**config.mk**
```make
export PLATFORM = sky130hd
export DESIGN_NAME = risc8_pin_change
export DESIGN_NICKNAME = d
export VERILOG_FILES = /design/src/rtl/risc8_io_defs.sv /design/src/rtl/risc8_debounce_bit.sv /design/src/rtl/risc8_pin_change.sv
export SDC_FILE = /design/constraint.sdc
export NUM_CORES = 1
export LEC_CHECK = 0
export BUFFER_PORTS_ARGS = -buffer_cell sky130_fd_sc_hd__buf_2
export CAP_MARGIN = 20
export CORE_MARGIN = 3
export CORE_UTILIZATION = 50
export CTS_CLUSTER_SIZE = 25
export DETAILED_ROUTE_END_ITERATION = 8
export PLACE_DENSITY = 0.74
export SLEW_MARGIN = 20
export SYNTH_ARGS = -nofsm -noshare
export SYNTH_HDL_FRONTEND = slang
export SYNTH_SLANG_ARGS = --single-unit
```
**constraint.sdc**
```tcl
create_clock -name clk -period 1.5 [get_ports clk]
set_input_delay 0.15 -clock clk [delete_from_list [all_inputs] [get_ports clk]]
set_output_delay 0.15 -clock clk [all_outputs]
set_load 0.1 [all_outputs]
```
**src/rtl/risc8_io_defs.sv**
```systemverilog
// Shared risc8 I/O register bus definitions: address width, default register
// addresses and the request payload seen by peripheral blocks.
package risc8_io_defs;

    localparam int unsigned IO_ADDR_W = 6;
    localparam int unsigned IO_DATA_W = 8;

    localparam logic [IO_ADDR_W-1:0] ADDR_PIN_DEF = 6'h16;
    localparam logic [IO_ADDR_W-1:0] ADDR_MSK_DEF = 6'h17;
    localparam logic [IO_ADDR_W-1:0] ADDR_FLG_DEF = 6'h18;

    typedef struct packed {
        logic [IO_ADDR_W-1:0] addr;
        logic [IO_DATA_W-1:0] wdata;
        logic                 we;
        logic                 re;
    } io_req_t;

    // True when the request is a write strobe aimed at the given address.
    function automatic logic io_write_hit(input io_req_t req, input logic [IO_ADDR_W-1:0] addr);
        return req.we && (req.addr == addr);
    endfunction

endpackage

```
**src/rtl/risc8_debounce_bit.sv**
```systemverilog
// One input pin: two-flop synchronizer followed by an optional tick-sampled
// debouncer that accepts a new level after COUNT consecutive differing ticks.
module risc8_debounce_bit #(
    parameter bit          BYPASS = 1'b1,
    parameter int unsigned COUNT  = 3
) (
    input  logic clk,
    input  logic reset,
    input  logic pin,
    input  logic tick,
    output logic level
);

    localparam int unsigned CNT_W = 4;

    logic             sync1;
    logic             sync2;
    logic [CNT_W-1:0] cnt;

    // Synchronizer stages carry no logic between them.
    always_ff @(posedge clk) begin
        if (reset) begin
            sync1 <= 1'b0;
            sync2 <= 1'b0;
        end else begin
            sync1 <= pin;
            sync2 <= sync1;
        end
    end

    // In bypass mode tick is held low by the parent, so cnt stays at zero.
    always_ff @(posedge clk) begin
        if (reset) begin
            level <= 1'b0;
            cnt   <= '0;
        end else if (BYPASS) begin
            level <= sync2;
        end else if (tick) begin
            if (sync2 != level) begin
                if (cnt == CNT_W'(COUNT - 1)) begin
                    level <= sync2;
                    cnt   <= '0;
                end else begin
                    cnt <= cnt + CNT_W'(1);
                end
            end else begin
                cnt <= '0;
            end
        end
    end

endmodule

```
**src/rtl/risc8_pin_change.sv**
```systemverilog
// Pin-change block for the risc8 port_b input side: synchronized/debounced PIN
// value, change MASK, write-1-to-clear FLAG register and a level interrupt.
module risc8_pin_change
    import risc8_io_defs::*;
#(
    parameter int unsigned          WIDTH          = 8,
    parameter logic [IO_ADDR_W-1:0] ADDR_PIN       = ADDR_PIN_DEF,
    parameter logic [IO_ADDR_W-1:0] ADDR_MSK       = ADDR_MSK_DEF,
    parameter logic [IO_ADDR_W-1:0] ADDR_FLG       = ADDR_FLG_DEF,
    parameter int unsigned          DEBOUNCE_DIV   = 0,
    parameter int unsigned          DEBOUNCE_COUNT = 3
) (
    input  logic                 clk,
    input  logic                 reset,
    input  logic [WIDTH-1:0]     pin_in,
    input  logic [WIDTH-1:0]     ddr,
    input  logic [IO_ADDR_W-1:0] io_addr,
    input  logic [IO_DATA_W-1:0] io_wdata,
    input  logic                 io_we,
    input  logic                 io_re,
    output logic [IO_DATA_W-1:0] io_rdata,
    output logic                 irq
);

    localparam int unsigned PRE_W  = (DEBOUNCE_DIV > 1) ? $clog2(DEBOUNCE_DIV) : 1;
    localparam bit          BYPASS = (DEBOUNCE_DIV == 0);

    io_req_t              req;
    logic [PRE_W-1:0]     presc;
    logic                 tick_c;
    logic [WIDTH-1:0]     deb;
    logic [WIDTH-1:0]     deb_prev;
    logic [WIDTH-1:0]     msk;
    logic [WIDTH-1:0]     flg;
    logic [WIDTH-1:0]     chg_c;
    logic [WIDTH-1:0]     clr_c;
    logic [WIDTH-1:0]     flg_next_c;
    logic [IO_DATA_W-1:0] rd_c;

    assign req = '{addr: io_addr, wdata: io_wdata, we: io_we, re: io_re};

    // Shared debounce sample tick, asserted on the prescaler wrap cycle.
    assign tick_c = !BYPASS && (presc == PRE_W'(DEBOUNCE_DIV - 1));

    always_ff @(posedge clk) begin
        if (reset || BYPASS) begin
            presc <= '0;
        end else if (tick_c) begin
            presc <= '0;
        end else begin
            presc <= presc + PRE_W'(1);
        end
    end

    for (genvar i = 0; i < WIDTH; i++) begin : g_bit
        risc8_debounce_bit #(
            .BYPASS (BYPASS),
            .COUNT  (DEBOUNCE_COUNT)
        ) u_bit (
            .clk   (clk),
            .reset (reset),
            .pin   (pin_in[i]),
            .tick  (tick_c),
            .level (deb[i])
        );
    end

    // Only a debounced transition on an enabled input pin raises a flag.
    assign chg_c      = (deb ^ deb_prev) & msk & ~ddr;
    assign clr_c      = io_write_hit(req, ADDR_FLG) ? req.wdata[WIDTH-1:0] : '0;
    assign flg_next_c = (flg & ~clr_c) | chg_c;

    always_comb begin
        rd_c = '0;
        if (req.addr == ADDR_PIN) begin
            rd_c = IO_DATA_W'(deb);
        end else if (req.addr == ADDR_MSK) begin
            rd_c = IO_DATA_W'(msk);
        end else if (req.addr == ADDR_FLG) begin
            rd_c = IO_DATA_W'(flg);
        end
    end

    always_ff @(posedge clk) begin
        if (reset) begin
            deb_prev <= '0;
            msk      <= '0;
            flg      <= '0;
            irq      <= 1'b0;
        end else begin
            deb_prev <= deb;
            flg      <= flg_next_c;
            irq      <= |flg_next_c;
            if (io_write_hit(req, ADDR_MSK)) begin
                msk <= req.wdata[WIDTH-1:0];
            end
        end
    end

    // Read data reflects register contents before any same-cycle write.
    always_ff @(posedge clk) begin
        if (reset) begin
            io_rdata <= '0;
        end else if (req.re) begin
            io_rdata <= rd_c;
        end
    end

endmodule

```
Yosys cells after proc, flatten, opt, wreduce, memory -nomap -nowiden --
Index checks and enable logic that the tools add are counted.
Storage, ports and cells: input bits 34, word-level logic and storage cells 46, bits in registers 57
Operators by class: mux-type cells 4, reductions and logical operators 3, equal/unequal tests 3, bitwise gates (word level) 7
Operators by type and width (number):
- 8-bit 2-to-1 mux | 4
- 8-bit AND | 3
- 6-bit by 5-bit == test with 1-bit output, second input constant | 3
- 8-bit NOT | 2
- 8-bit bitwise OR | 1
- 8-bit OR reduction | 1
- 8-bit bitwise XOR | 1
- 1-bit logical AND | 2

Logic depth before layout (Yosys ltp) --
depth after elaboration 7, depth in mapped cells 6

Cells and area by module --
From an unflattened synthesis, not the netlist that was laid out.
Unflattened totals: cells, all modules 224, area, all modules 2088.3 µm²
By module, submodules not included:
- risc8_pin_change | instances 1, area each 1457.6 µm², seq. area each 660.6 µm², cells an instance 176
- risc8_debounce_bit | instances 8, area each 78.8 µm², seq. area each 60.1 µm², cells an instance 6

Worst setup path after synthesis --
OpenSTA, ideal clock, no wires.
kind register to register, start register, netlist name io_rdata[7], end register io_rdata[7], arrival 1238 ps, setup slack 176 ps, required time 1414 ps, setup time 86 ps, path buffers 0, stages on the path, launching flop included 3, cells stage by stage dfxtp_1 > nor2_1 > a211oi_1
RTL lines:
- end signal: assignment | RTL line risc8_pin_change.sv:105 | io_rdata <= rd_c;
- end: declaration | RTL line risc8_pin_change.sv:21 | output logic [IO_DATA_W-1:0] io_rdata,

Worst setup path after layout --
start register g_bit[2].u_bit.level, end register irq
Between the ends: longest elaborated chain between the ends 5
RTL lines:
- start: declaration | RTL line risc8_debounce_bit.sv:11 | output logic level
- start signal: assignment | RTL line risc8_debounce_bit.sv:37 | level <= sync2;
- start signal: assignment | RTL line risc8_debounce_bit.sv:41 | level <= sync2;
- 8-bit bitwise XOR | RTL line risc8_pin_change.sv:69 | assign chg_c = (deb ^ deb_prev) & msk & ~ddr;
- 8-bit AND (2 in a row) | RTL line risc8_pin_change.sv:69
- 8-bit bitwise OR | RTL line risc8_pin_change.sv:71 | assign flg_next_c = (flg & ~clr_c) | chg_c;
- 8-bit OR reduction | RTL line risc8_pin_change.sv:93 | irq <= |flg_next_c;
- end signal: assignment | RTL line risc8_pin_change.sv:93
- end: declaration | RTL line risc8_pin_change.sv:22 | output logic irq
No other way between the ends. A chain may end at the register's enable or synchronous reset.

==> results.md <==
* Routed Antenna Nets at 0
* Clk_skew at 0.00915 ns
* Synth cell count leaders: dfxtp_1, nor2b_1, nand2_1
* Post-DP HPWL at 2790 um
* Routed vias at 1689
* CTS Root Cell: clkbuf_8
* TritonCTS buffer count at 9
* Avg Cell Area, Syn at 9.48 sq um
* VDD IR max at 0.000707 V
* Final hold viol count at 0
* Sequential fraction of design power at 49.4%
* Ranking of synthesized cells by area: dfxtp_1, nor2b_1, a21oi_1
* CORE AREA at 4030 sq um
* Die H at 71.0 um
* Logic pwr share at 7.8%
* Max Clock Freq at 790 MHz
* CP max FO at 3
* Worst setup path category: register to register
* CTS Hold Bufs at 0
* PortBufs at 42
* Iteration-0 DRC Markers at 93
* First-pass GRT wire length at 7040 um
* Synth Area in Adders at 0%
* P_sw at 729 uW
* Wire per inst at 12.9 um
* WL final at 4190 um
* Largest family of logic cells by synthesized area: simple AND/OR/NAND/NOR gates
* Synth Instances at 223
* Clk slew on worst S/H paths at 0.06 ns
* #FFs+latches synth at 57
* Std-Cell Rows at 23
* Chip Width at 71.0 um
* Routability Congestion at 0.848
* Slew HR at 67.8%
* CTS resizes at 0
* Sequential area share after synthesis at 54.0%
* Via density at 5.21
* Cell accounting for the most synthesized area: dfxtp_1
* Initial antenna violation count at 0
* Remaining routing DRC violations at 0
* P per Cell Area at 1250 nW/um^2
* Clk sink count at 57
* Ys async rst share at 0%
* EDFF count, synth at 0
* Net Sw Frac at 22.9%
* Setup TNS at 0 ns
* Pins Over Slew Limit at 0
* Area of placed instances at 2360 sq um
* RSZ-0062 raised after global routing: false
* Post-CTS setup buffer count at 0
* Yosys warnings at 0
* Max Root-Sink Buffers at 2
* Setup crit start kind: register
* Die area at 5050 sq um
* Initial Util at 52.5%
* Share of synthesized area spent on multiplexers at 0%
* Largest net degree at the start of global routing at 58
* Xor/xnor share of the synthesized area at 3.31%
* Final setup viols at 0
* Pwr Total at 3180 uW
* Post-synthesis compound-gate area fraction at 13.6%
* DRT Pass-1 Iters at 4
* Layout Area Growth over Synthesis at 20.7%
* Worst skew pair latency at 0.33 ns
* Worst Tran Pin Value at 0.486 ns
* WP data arrival at 1.47 ns
* Max_cap viols at 0
* Status: finished clean
* WP data required at 1.71 ns
* # IOs at 43
* Layout Utilization at 63.4%
* Tot GR Track Use at 18.3%
* Top cell type's share of synthesized area at 54.0%
* Post-synthesis simple-gate area fraction at 22.7%
* Synth Cell Area at 2110 sq um
* CTS tree: yes
* Number of global-route vias before repair at 1604
* H-tree depth at 3
* Lkg Pwr at 0.000980 uW
* Most common cell in the synthesized netlist: dfxtp_1
* ANT cells at 0
* Clk pwr share at 42.8%
* Placed cells at 308
* Crit share post-route at 84.4%
* Post-layout min period at 1.27 ns
* Finished Cell Area at 2550 sq um
* Syn_nets at 257
* Share of post-route cells with drive strength above 1 at 23.0%
* CP Capture Type: register
* Pint at 2450 uW
* Fin cells at 324
* Total grt overflow at 0
* Post-synth top flop: dfxtp_1
* NumNets Final at 303
* Post-synth cell types at 25
* Hold Crit Class: primary input to register
[layout by cell type, fill, tap and decap left out, drive strengths merged, types with 13 or more instances in the layout]
cell,instances
clkbuf,13
inv,17
nand2,19
dfxtp,57
nor2,16
a21oi,16
nor2b,32
buf,47
[power groups by stage]
stage	Clock (uW)	Combinational, uW	Sequential [uW]
3_5_place_dp	0	249	1600
5_1_grt	1480	269	1570
3_3_place_gp	0	246	1600
2_1_floorplan	0	90.8	1680
4_1_cts	1410	250	1570
6_report	1360	248	1570
[through the flow]
step	worst slack [ns]	hold slack, ns
2_1_floorplan	0.176	0.278
3_3_place_gp	0.0641	0.356
4_1_cts	0.213	0.00369
3_5_place_dp	0.0301	0.365
6_report	0.234	0.0259
5_1_grt	0.139	0.0167
[layout make-up]
type / count / area, sq um
flip-flops and latches: 57 / 1140
clock inverters: 3 / 40.0
well taps: 50 / 62.6
inverters: 17 / 63.8
multi-input cells: 137 / 836
clock buffers: 13 / 149
repair buffers: 47 / 260
fillers: 355 / 1480
[sequential cells by signal (all words and copies together) (netlist names)]
| name | count |
|---|---|
| io_rdata | 8 |
| deb_prev | 8 |
| irq | 1 |
| g_bit.u_bit.sync1 | 8 |
| msk | 8 |
| g_bit.u_bit.sync2 | 8 |
| flg | 8 |
| g_bit.u_bit.level | 8 |
[routing by layer]
layer / GRT usage (%) / share of wire, % / vias to the layer above
li1: - / - / 845
met1: 20.8 / 42 / 783
met2: 29.7 / 48 / 55
met3: 9.52 / 8.8 / 6
met4: 5.85 / 1.3 / 0
met5: 0 / 0 / -
[path summary, 6_finish.rpt]
kind | startpoint | to | slack, ns | cells after the start
setup / recovery | g_bit[2].u_bit.level | irq | 0.23 | 4
hold / removal | pin_in[5] | g_bit[5].u_bit.sync1 | 0.03 | 2
setup reg to reg | g_bit[2].u_bit.level | irq | 0.23 | 4
hold reg to reg | g_bit[2].u_bit.sync1 | g_bit[2].u_bit.sync2 | 0.43 | 1
[worst max-delay path: stages (launching register included)]
cell and delay (ns):
dfxtp_1 0.34, xnor2_1 0.22, o32ai_1 0.13, nor4_1 0.32, a31oi_1 0.14
[kinds of logic after synthesis]
group	Yosys count
AOI/OAI and AO/OA	41
buffers and inverters	29
xor gates and xnor gates	8
DFF	57
and+or+nand+nor	88
Note: power is estimated with default switching activity, not from simulation.
